**src/rtl/fp16_divider.sv**
```systemverilog
// Sequential fp16 divider: one restoring step per clock, fixed 16-cycle start-to-done latency.
// Defining FP16_DIV_FLAGS_EN adds the {invalid,divzero,overflow,underflow,inexact} flags port.
module fp16_divider (
    input  logic        CLK,
    input  logic        RESET,
    input  logic        start,
    input  logic [15:0] A,
    input  logic [15:0] B,
    output logic        busy,
    output logic        done,
    output logic [15:0] out
`ifdef FP16_DIV_FLAGS_EN
    ,
    output logic [4:0]  flags
`endif
);
    typedef enum logic [1:0] {IDLE, UNPACK, DIVIDE, ROUND} state_t;

    state_t             state;
    logic [15:0]        a_q;
    logic [15:0]        b_q;
    logic [3:0]         cnt;
    logic               sgn;
    logic signed [6:0]  exp_r;
    logic [10:0]        mb;
    logic [11:0]        rem;
    logic [12:0]        q;
    logic               sp_hit_r;
    logic [15:0]        sp_out_r;
    logic               fin;
    logic [15:0]        res;
`ifdef FP16_DIV_FLAGS_EN
    logic [4:0]         sp_fl_r;
    logic [4:0]         res_fl;
    logic [4:0]         sp_fl;
    logic [4:0]         rnd_fl;
`endif

    logic [4:0]         ea;
    logic [4:0]         eb;
    logic               nan_a;
    logic               nan_b;
    logic               inf_a;
    logic               inf_b;
    logic               zero_a;
    logic               zero_b;
    logic               is_inv;
    logic               is_dz;
    logic               sgn_n;
    logic [10:0]        ma_n;
    logic [10:0]        mb_n;
    logic signed [6:0]  exp_raw;
    logic               sp_hit;
    logic [15:0]        sp_out;

    always_comb begin
        ea      = a_q[14:10];
        eb      = b_q[14:10];
        zero_a  = (ea == 5'd0);
        zero_b  = (eb == 5'd0);
        nan_a   = (ea == 5'h1F) && (a_q[9:0] != 10'd0);
        nan_b   = (eb == 5'h1F) && (b_q[9:0] != 10'd0);
        inf_a   = (ea == 5'h1F) && (a_q[9:0] == 10'd0);
        inf_b   = (eb == 5'h1F) && (b_q[9:0] == 10'd0);
        sgn_n   = a_q[15] ^ b_q[15];
        ma_n    = zero_a ? 11'd0 : {1'b1, a_q[9:0]};
        mb_n    = zero_b ? 11'd0 : {1'b1, b_q[9:0]};
        exp_raw = {2'b00, ea} - {2'b00, eb} + 7'd15;
        is_inv  = nan_a | nan_b | (zero_a & zero_b) | (inf_a & inf_b);
        is_dz   = zero_b & ~inf_a & ~is_inv;
        sp_hit  = 1'b1;
        sp_out  = 16'h0000;
        if (is_inv)
            sp_out = 16'h7E00;
        else if (is_dz || inf_a)
            sp_out = {sgn_n, 15'h7C00};
        else if (inf_b || zero_a)
            sp_out = {sgn_n, 15'h0000};
        else
            sp_hit = 1'b0;
    end

`ifdef FP16_DIV_FLAGS_EN
    assign sp_fl = {is_inv, is_dz, 3'b000};
`endif

    logic [12:0]        diff;
    assign diff = {1'b0, rem} - {2'b00, mb};

    logic [10:0]        mant;
    logic               guard;
    logic               sticky;
    logic               rup;
    logic [11:0]        msum;
    logic               carry;
    logic [9:0]         frac;
    logic signed [7:0]  e_adj;
    logic               ovf;
    logic               unf;
    logic [15:0]        rnd_out;

    // A quotient below 1 is normalised by one left shift, costing one exponent step.
    always_comb begin
        mant   = q[12] ? q[12:2] : q[11:1];
        guard  = q[12] ? q[1] : q[0];
        sticky = (rem != 12'd0) | (q[12] & q[0]);
        rup    = guard & (sticky | mant[0]);
        msum   = {1'b0, mant} + {11'd0, rup};
        carry  = msum[11];
        frac   = carry ? msum[10:1] : msum[9:0];
        e_adj  = {exp_r[6], exp_r} - {7'd0, ~q[12]} + {7'd0, carry};
        ovf    = (e_adj >= 8'sd31);
        unf    = (e_adj <= 8'sd0);
        if (sp_hit_r)
            rnd_out = sp_out_r;
        else if (ovf)
            rnd_out = {sgn, 15'h7C00};
        else if (unf)
            rnd_out = {sgn, 15'h0000};
        else
            rnd_out = {sgn, e_adj[4:0], frac};
    end

`ifdef FP16_DIV_FLAGS_EN
    assign rnd_fl = sp_hit_r ? sp_fl_r
                  : {2'b00, ovf, unf, ovf | unf | guard | sticky};
`endif

    always_ff @(posedge CLK) begin
        if (RESET) begin
            state    <= IDLE;
            busy     <= 1'b0;
            done     <= 1'b0;
            out      <= 16'h0000;
            fin      <= 1'b0;
            res      <= 16'h0000;
            a_q      <= 16'h0000;
            b_q      <= 16'h0000;
            cnt      <= 4'd0;
            sgn      <= 1'b0;
            exp_r    <= 7'sd0;
            mb       <= 11'd0;
            rem      <= 12'd0;
            q        <= 13'd0;
            sp_hit_r <= 1'b0;
            sp_out_r <= 16'h0000;
`ifdef FP16_DIV_FLAGS_EN
            flags    <= 5'd0;
            sp_fl_r  <= 5'd0;
            res_fl   <= 5'd0;
`endif
        end else begin
            done <= 1'b0;
            // Result is published one edge after ROUND, while the FSM is already idle.
            if (fin) begin
                done  <= 1'b1;
                out   <= res;
                busy  <= 1'b0;
                fin   <= 1'b0;
`ifdef FP16_DIV_FLAGS_EN
                flags <= res_fl;
`endif
            end
            unique case (state)
                IDLE: begin
                    if (start) begin
                        a_q   <= A;
                        b_q   <= B;
                        busy  <= 1'b1;
                        state <= UNPACK;
                    end
                end
                UNPACK: begin
                    sgn      <= sgn_n;
                    exp_r    <= exp_raw;
                    rem      <= {1'b0, ma_n};
                    mb       <= mb_n;
                    q        <= 13'd0;
                    cnt      <= 4'd0;
                    sp_hit_r <= sp_hit;
                    sp_out_r <= sp_out;
`ifdef FP16_DIV_FLAGS_EN
                    sp_fl_r  <= sp_fl;
`endif
                    state    <= DIVIDE;
                end
                DIVIDE: begin
                    q   <= {q[11:0], ~diff[12]};
                    rem <= (diff[12] ? rem : diff[11:0]) << 1;
                    cnt <= cnt + 4'd1;
                    if (cnt == 4'd12)
                        state <= ROUND;
                end
                ROUND: begin
                    res    <= rnd_out;
`ifdef FP16_DIV_FLAGS_EN
                    res_fl <= rnd_fl;
`endif
                    fin    <= 1'b1;
                    state  <= IDLE;
                end
            endcase
        end
    end

endmodule
```
**config.mk**
```make
export PLATFORM = sky130hd
export DESIGN_NAME = fp16_divider
export DESIGN_NICKNAME = d
export VERILOG_FILES = /design/src/rtl/fp16_divider.sv
export SDC_FILE = /design/constraint.sdc
export NUM_CORES = 1
export LEC_CHECK = 0
export ABC_CLOCK_PERIOD_IN_PS = 7100
export BUFFER_PORTS_ARGS = -buffer_cell sky130_fd_sc_hd__buf_2
export CAP_MARGIN = 20
export CORE_ASPECT_RATIO = 1.4
export CORE_MARGIN = 3
export CORE_UTILIZATION = 50
export CTS_CLUSTER_DIAMETER = 30
export DETAILED_ROUTE_END_ITERATION = 16
export PLACE_DENSITY_LB_ADDON = 0.2
export SYNTH_ARGS = -nofsm -noshare
export SYNTH_HDL_FRONTEND = slang
export SYNTH_SLANG_ARGS = --single-unit
```
**constraint.sdc**
```tcl
create_clock -name CLK -period 7.1 [get_ports CLK]
set_input_delay 0.71 -clock CLK [delete_from_list [all_inputs] [get_ports CLK]]
set_output_delay 0.71 -clock CLK [all_outputs]
set_load 0.005 [all_outputs]
```
==> impl_metrics.json, run 1 <==
{
  "status": "complete, no violations",
  "r2r_cells": 17,
  "critPathSlowestCell": "dfxtp_1",
  "root_buffer": "clkbuf_16",
  "rsz0062_at_grt": "false",
  "io-pin-count": 53,
  "ys_ff_latch": 121,
  "yosysMostFrequentCell": "nand2_1",
  "hp-class": "reg2reg",
  "grt_max_degree": 81,
  "synth_nets": 874,
  "antenna_found_initial": 0,
  "setup_viol": 0,
  "post-dp-hpwl_um": 10600,
  "grt_use_total_pct": 21.8,
  "syn_to_final_growth_pct": 15.5,
  "drt.antenna.violating_nets": 0,
  "fin_crit_ns": 4.62,
  "worst_clock_skew_ns": 0.0117,
  "p_switching_mw": 1.23,
  "worst_setup_path_end_kind": "register",
  "max_cap_violations": 0,
  "first_global_vias": 5410,
  "wl_per_cell_um": 15.0,
  "drtIter0Drc": 184,
  "crit_path_end": "res[4]",
  "synthTopCellsByArea": "dfxtp_1 (38%), nand2_1 (7.5%), a21oi_1 (7.2%)",
  "clk_pin_slew_ns": 0.06,
  "min_from": "b_q[15]",
  "postSynthCellCount": 803,
  "worstReg2RegEnd": "res[4]",
  "ys_async_sr_fraction_pct": 0,
  "final_layout_size_suffix_gt1_share_pct": 12.6,
  "synth_top_area_cell": "dfxtp_1",
  "synth_cell_type_count": 64,
  "cts_sinks": 121,
  "finalCritPeriodShare_pct": 65.1,
  "startpoint": "q[12]",
  "nets": 905,
  "drc": 0,
  "worstMarginPinSlew_ns": 0.947,
  "r2r_start": "q[12]",
  "utilization_pct": 59.5,
  "hold_viol_final": 0,
  "multi_input_area_um2": 3580,
  "power.internal_mw": 1.94,
  "cts_tree": "yes",
  "dr.pass1.iters": 5,
  "insertion_delay_ns": 0.42,
  "cts_buffers": 17,
  "synth.avg_cell_area_um2": 7.94,
  "stdcell_area_um2": 7360,
  "fillers": 1138,
  "dieHeight_um": 140,
  "crit_chain": "mux2i_1 > nor2_1 > nand4_1 > nor2_1 > inv_1 > ha_1 > inv_1 > ha_1 > inv_1 > fa_1 > xnor2_1 > inv_1 > or3_1 > nor4_1 > and4bb_4 > and2_4 > a22o_2",
  "gp_congestion": 0.897,
  "die_x_um": 101,
  "vias_per_cell": 5.69,
  "synth.top_cell.area_share_pct": 38.0,
  "netlist_area_um2": 6370,
  "port-buffer-count": 52,
  "synth_edf_count": 0,
  "fmax_mhz": 216,
  "crit_fanout": 25,
  "power-per-cell-area_nw_per_um2": 431,
  "grt_pass1_wl_um": 25100,
  "core_area_um2": 12400,
  "sw_frac_of_total_pct": 38.8,
  "fin_cells": 997,
  "relSlewSlack_pct": 36.8,
  "cts_hold_buf": 0,
  "num_antenna_cells": 0,
  "cp.arrival_ns": 4.92,
  "reg2reg_setup_slack_ns": 2.48,
  "yosys_warnings": 0,
  "pwr-share-seq_pct": 27.6,
  "drv_slew": 0,
  "ys.flop_type": "dfxtp_1",
  "routed_wl_um": 14900,
  "cp.required_ns": 7.40,
  "hold_ws_ns": 0.468,
  "power_frac_clock_pct": 30.4,
  "cts_setup_buffers": 0,
  "leakage_nw": 2.82,
  "rows": 48,
  "seq_area_um2": 2420,
  "grt-ovfl-total": 0,
  "dp_cells": 963,
  "tns_ns": 0,
  "ctsResizeCount": 0,
  "start_util_pct": 51.5,
  "vias": 5669,
  "cp-start-kind": "register",
  "p_comb_share_pct": 42.0,
  "crit_top_cell": "inv_1",
  "dpl_cell_area_um2": 6660,
  "design.die.area_um2": 14200,
  "ir_drop_v": 0.000253,
  "worst_path_largest_cell_delay_ns": 0.84,
  "timing_worst_setup_path_type": "reg2reg",
  "cts_max_level": 4,
  "synth_common_cells": "nand2_1 (128), dfxtp_1 (121), a21oi_1 (92)",
  "cts_buffer_depth": 2,
  "yosysSeqAreaShare_pct": 38.0
}
==> cell families (layout without fill, tap and decap cells) <==
| kind of cell | after synthesis | in the layout | synth area share (%) |
|---|---|---|---|
| xor gates and xnor gates | 18 | 18 | 2.47 |
| muxes | 32 | 32 | 5.24 |
| adders and majority gates | 36 | 36 | 7.42 |
| DFF | 121 | 121 | 38.0 |
| AOI/OAI and AO/OA | 196 | 196 | 19.1 |
| and+or+nand+nor | 305 | 305 | 21.9 |
| buffers and inverters | 95 | 139 | 5.81 |
==> worst min-delay path by stage <==
| stage | end | slack [ns] | depth (start not counted) |
|---|---|---|---|
| 2_1_floorplan | exp_r[6] | 0.44 | 2 |
| 3_3_place_gp | exp_r[6] | 0.45 | 2 |
| 3_5_place_dp | b_q[15] | 0.46 | 2 |
| 4_1_cts | b_q[15] | 0.47 | 2 |
| 5_1_grt | a_q[15] | 0.49 | 2 |
| 6_report | b_q[15] | 0.47 | 2 |
==> power groups by stage <==
stage	Sequential [mW]	Clock [mW]	Combinational [mW]
floorplan	0.856	0	1.07
global placement	0.886	0	1.25
detailed placement	0.890	0	1.30
CTS	0.877	0.974	1.32
global route	0.893	1.00	1.49
finish	0.877	0.965	1.33
==> worst max-delay path: cells and delay by family (launching register included) <==
kind                     cells  cell delay, ns
adder cells (fa/ha/maj)      3            0.86
multiplexers                 1            0.16
buffers and inverters        4            0.31
AO/OA/AOI/OAI                1            0.22
AND/OR/NAND/NOR              7            1.96
flip-flops                   1            0.84
XOR/XNOR                     1            0.16
==> metal layers <==
| metal | global-route usage [%] | vias to the layer above | wire [µm] |
|---|---|---|---|
| met4 | 8.54 | 0 | 371 |
| met2 | 38.1 | 131 | 7700 |
| met1 | 25.6 | 2650 | 6240 |
| met5 | 0 | - | 0 |
| met3 | 4.36 | 28 | 638 |
| li1 | - | 2860 | - |
==> final cells by class <==
class	count	area share, %
flip-flops and latches	121	32.9
multi-input cells	587	48.6
repair buffers	57	4.28
inverters	50	2.55
clock buffers	19	6.15
well taps	150	2.55
clock inverters	13	2.92
==> stage by stage <==
stage | total power, mW | worst slack (ns)
2_1_floorplan | 1.92 | 3.38
6_report | 3.17 | 2.48
3_3_place_gp | 2.13 | 2.68
3_5_place_dp | 2.19 | 2.52
5_1_grt | 3.38 | 1.91
4_1_cts | 3.17 | 2.50
==> flip-flops by register name (all words and copies together) (netlist names), 4 cells and up <==
register / flops
a_q: 16
exp_r: 7
q: 13
cnt: 4
out: 16
rem: 12
res: 16
b_q: 16
mb: 11
==> cell usage in the layout (no fill, tap or decap), drive strengths merged, types with 2 or more instances in the layout <==
cell type  instances
nand2            128
dfxtp            121
a21oi             92
nor2              57
buf               57
inv               51
nand3             48
ha                33
o21ai             32
mux2i             30
clkbuf            19
nor3              15
a211oi            12
and3              11
xnor2             10
nor4               9
xor2               8
nor2b              8
a22o               8
nand2b             6
o21a               6
o22ai              6
a311oi             6
clkinv             6
nand4              5
a31oi              5
o211ai             5
bufinv             5
a21o               4
nand3b             4
and2               4
a21boi             4
or3                3
fa                 3
nor3b              2
o41ai              2
o21bai             2
o2bb2ai            2
and4bb             2
Note: power is estimated with default switching activity, not from simulation.
==> run 2, diff against run 1 <==
--- a/config.mk
+++ b/config.mk
@@ -5,7 +5,7 @@
 export SDC_FILE = /design/constraint.sdc
 export NUM_CORES = 1
 export LEC_CHECK = 0
-export ABC_CLOCK_PERIOD_IN_PS = 7100
+export ABC_CLOCK_PERIOD_IN_PS = 4800
 export BUFFER_PORTS_ARGS = -buffer_cell sky130_fd_sc_hd__buf_2
 export CAP_MARGIN = 20
 export CORE_ASPECT_RATIO = 1.4
==> constraint.sdc (replaced) <==
create_clock -name CLK -period 4.8 [get_ports CLK]
set_input_delay 0.48 -clock CLK [delete_from_list [all_inputs] [get_ports CLK]]
set_output_delay 0.48 -clock CLK [all_outputs]
set_load 0.005 [all_outputs]
==> run 2 against run 1 <==
Worst hold slack worse by 0.17 ns. Total power is 42% higher. Global-route usage is 0.092 points lower. Utilization is 0.43 points lower. Cell count is 0.20% higher. First-iteration DRC count is 14% higher. Sequential share of layout area is 0.24 points higher. Non-clock buffer count is 2 higher. Combinational power is 49% higher. Critical path type unchanged. Largest power group unchanged. Highest routed layer unchanged.
==> impl_metrics.json, run 2 (synthesis gave the netlist of run 1 again) <==
{
  "insertion_delay_ns": 0.41,
  "cts_buffer_depth": 2,
  "leakage_nw": 2.79,
  "pre_cts_slack_ns": 0.357,
  "clk_pin_slew_ns": 0.06,
  "root_buffer": "clkbuf_16",
  "routed_wl_um": 14700,
  "io-pin-count": 53,
  "max_cap_violations": 0,
  "cp.arrival_ns": 4.75,
  "drc": 0,
  "core_area_um2": 12400,
  "rsz0062_at_grt": "false",
  "worstMarginPinSlew_ns": 0.962,
  "cts_buffers": 17,
  "syn_to_final_growth_pct": 14.7,
  "cts_sinks": 121,
  "utilization_pct": 59.1,
  "layout.cells.most_common": "nand2_1",
  "final_layout_size_suffix_gt1_share_pct": 12.5,
  "rows": 48,
  "setup_ws_ns": 0.360,
  "p_total_mw": 4.51,
  "vias": 5684,
  "relSlewSlack_pct": 35.9,
  "gp_congestion": 0.931,
  "cts_setup_buffers": 0,
  "drv_slew": 0,
  "dpl_cell_area_um2": 6680,
  "post-dp-hpwl_um": 10700,
  "grt_use_total_pct": 21.7,
  "grt_max_degree": 85,
  "worst_setup_path_end_kind": "register",
  "ctsResizeCount": 0,
  "vias_per_cell": 5.69,
  "fmax_mhz": 225,
  "status": "complete, no violations",
  "layout_common_cells": "nand2_1 (128), dfxtp_1 (121), a21oi_1 (92)",
  "nets": 907,
  "cts_tree": "yes",
  "wl_per_cell_um": 14.7,
  "tns_ns": 0,
  "worst_clock_skew_ns": 0.00638,
  "start_util_pct": 51.5,
  "stdcell_area_um2": 7310,
  "setup_viol": 0,
  "timing_worst_setup_path_type": "reg2reg",
  "hold_viol_final": 0,
  "grt-ovfl-total": 0,
  "cp-start-kind": "register",
  "design.die.area_um2": 14200,
  "cts_max_level": 4,
  "crit_fanout": 16,
  "num_antenna_cells": 0,
  "dr.pass1.iters": 4,
  "power-per-cell-area_nw_per_um2": 617,
  "antenna_found_initial": 0,
  "port-buffer-count": 52,
  "finalCritPeriodShare_pct": 92.5,
  "hp-class": "in2reg",
  "cts_hold_buf": 0,
  "first_global_vias": 5485,
  "drt.antenna.violating_nets": 0,
  "dieHeight_um": 140,
  "ir_drop_v": 0.000296,
  "fin_crit_ns": 4.44,
  "die_x_um": 101,
  "drtIter0Drc": 210,
  "grt_pass1_wl_um": 25200,
  "cp.required_ns": 5.11
}
-- run 2: cell types whose count changed in the layout (fill, tap and decap cells not counted) --
cell        previous run  this run
clkinvlp_4             1         3
clkinv_2               1         3
buf_4                  4         6
clkbuf_1               0         3
bufinv_16              5         2
buf_8                  2         0
clkbuf_8               2         1
inv_6                  2         0
clkinv_4               4         3
buf_16                 0         2
-- run 2: final cells by class --
type	count	area, µm²
Fill cell	1167	5060
Tap cell	150	188
Inverter	50	188
Multi-Input combinational cell	587	3580
Clock buffer	21	450
Sequential cell	121	2420
Timing Repair Buffer	59	355
Clock inverter	11	124
-- run 2: stage by stage --
stage	instances	hold slack, ns
after detailed placement	965	0.457
after global routing	999	0.297
after global placement	965	0.452
after CTS	997	0.292
final	999	0.301
after floorplan	803	0.441
-- run 2: critical path, cell delays in order (launching register included) --
cell and delay [ns]:
dfxtp_1 0.64, nand2_1 0.14, a21boi_1 0.34, nand4_1 0.26, nor2_1 0.26, inv_1 0.11, ha_1 0.27, inv_1 0.06
ha_1 0.18, inv_1 0.07, fa_1 0.41, xnor2_1 0.16, inv_1 0.07, or3_1 0.32, nor4_1 0.36, and4bb_4 0.28
and2_4 0.18, a22o_2 0.22
-- run 2: path summary, 6_finish.rpt --
check,startpoint,endpoint,slack (ns),cells past startpoint
setup reg to reg,q[12],res[4],0.36,17
setup / recovery,q[12],res[4],0.36,17
hold / removal,A[3],a_q[3],0.30,3
hold reg to reg,a_q[3],a_q[3],0.47,2
-- run 2: layer usage --
| metal | wire [µm] | track usage, % | vias to the layer above | part of all wire (%) |
|---|---|---|---|---|
| met5 | 0 | 0 | - | 0 |
| met4 | 305 | 7.28 | 0 | 2.1 |
| met3 | 503 | 4.41 | 27 | 3.4 |
| met2 | 7700 | 39.1 | 120 | 52 |
| met1 | 6210 | 25.0 | 2668 | 42 |
| li1 | - | - | 2869 | - |
-- run 2: where the power goes --
group	internal (mW)	switching (mW)
clock	0.776	0.454
combinational	0.787	1.20
sequential	1.16	0.135
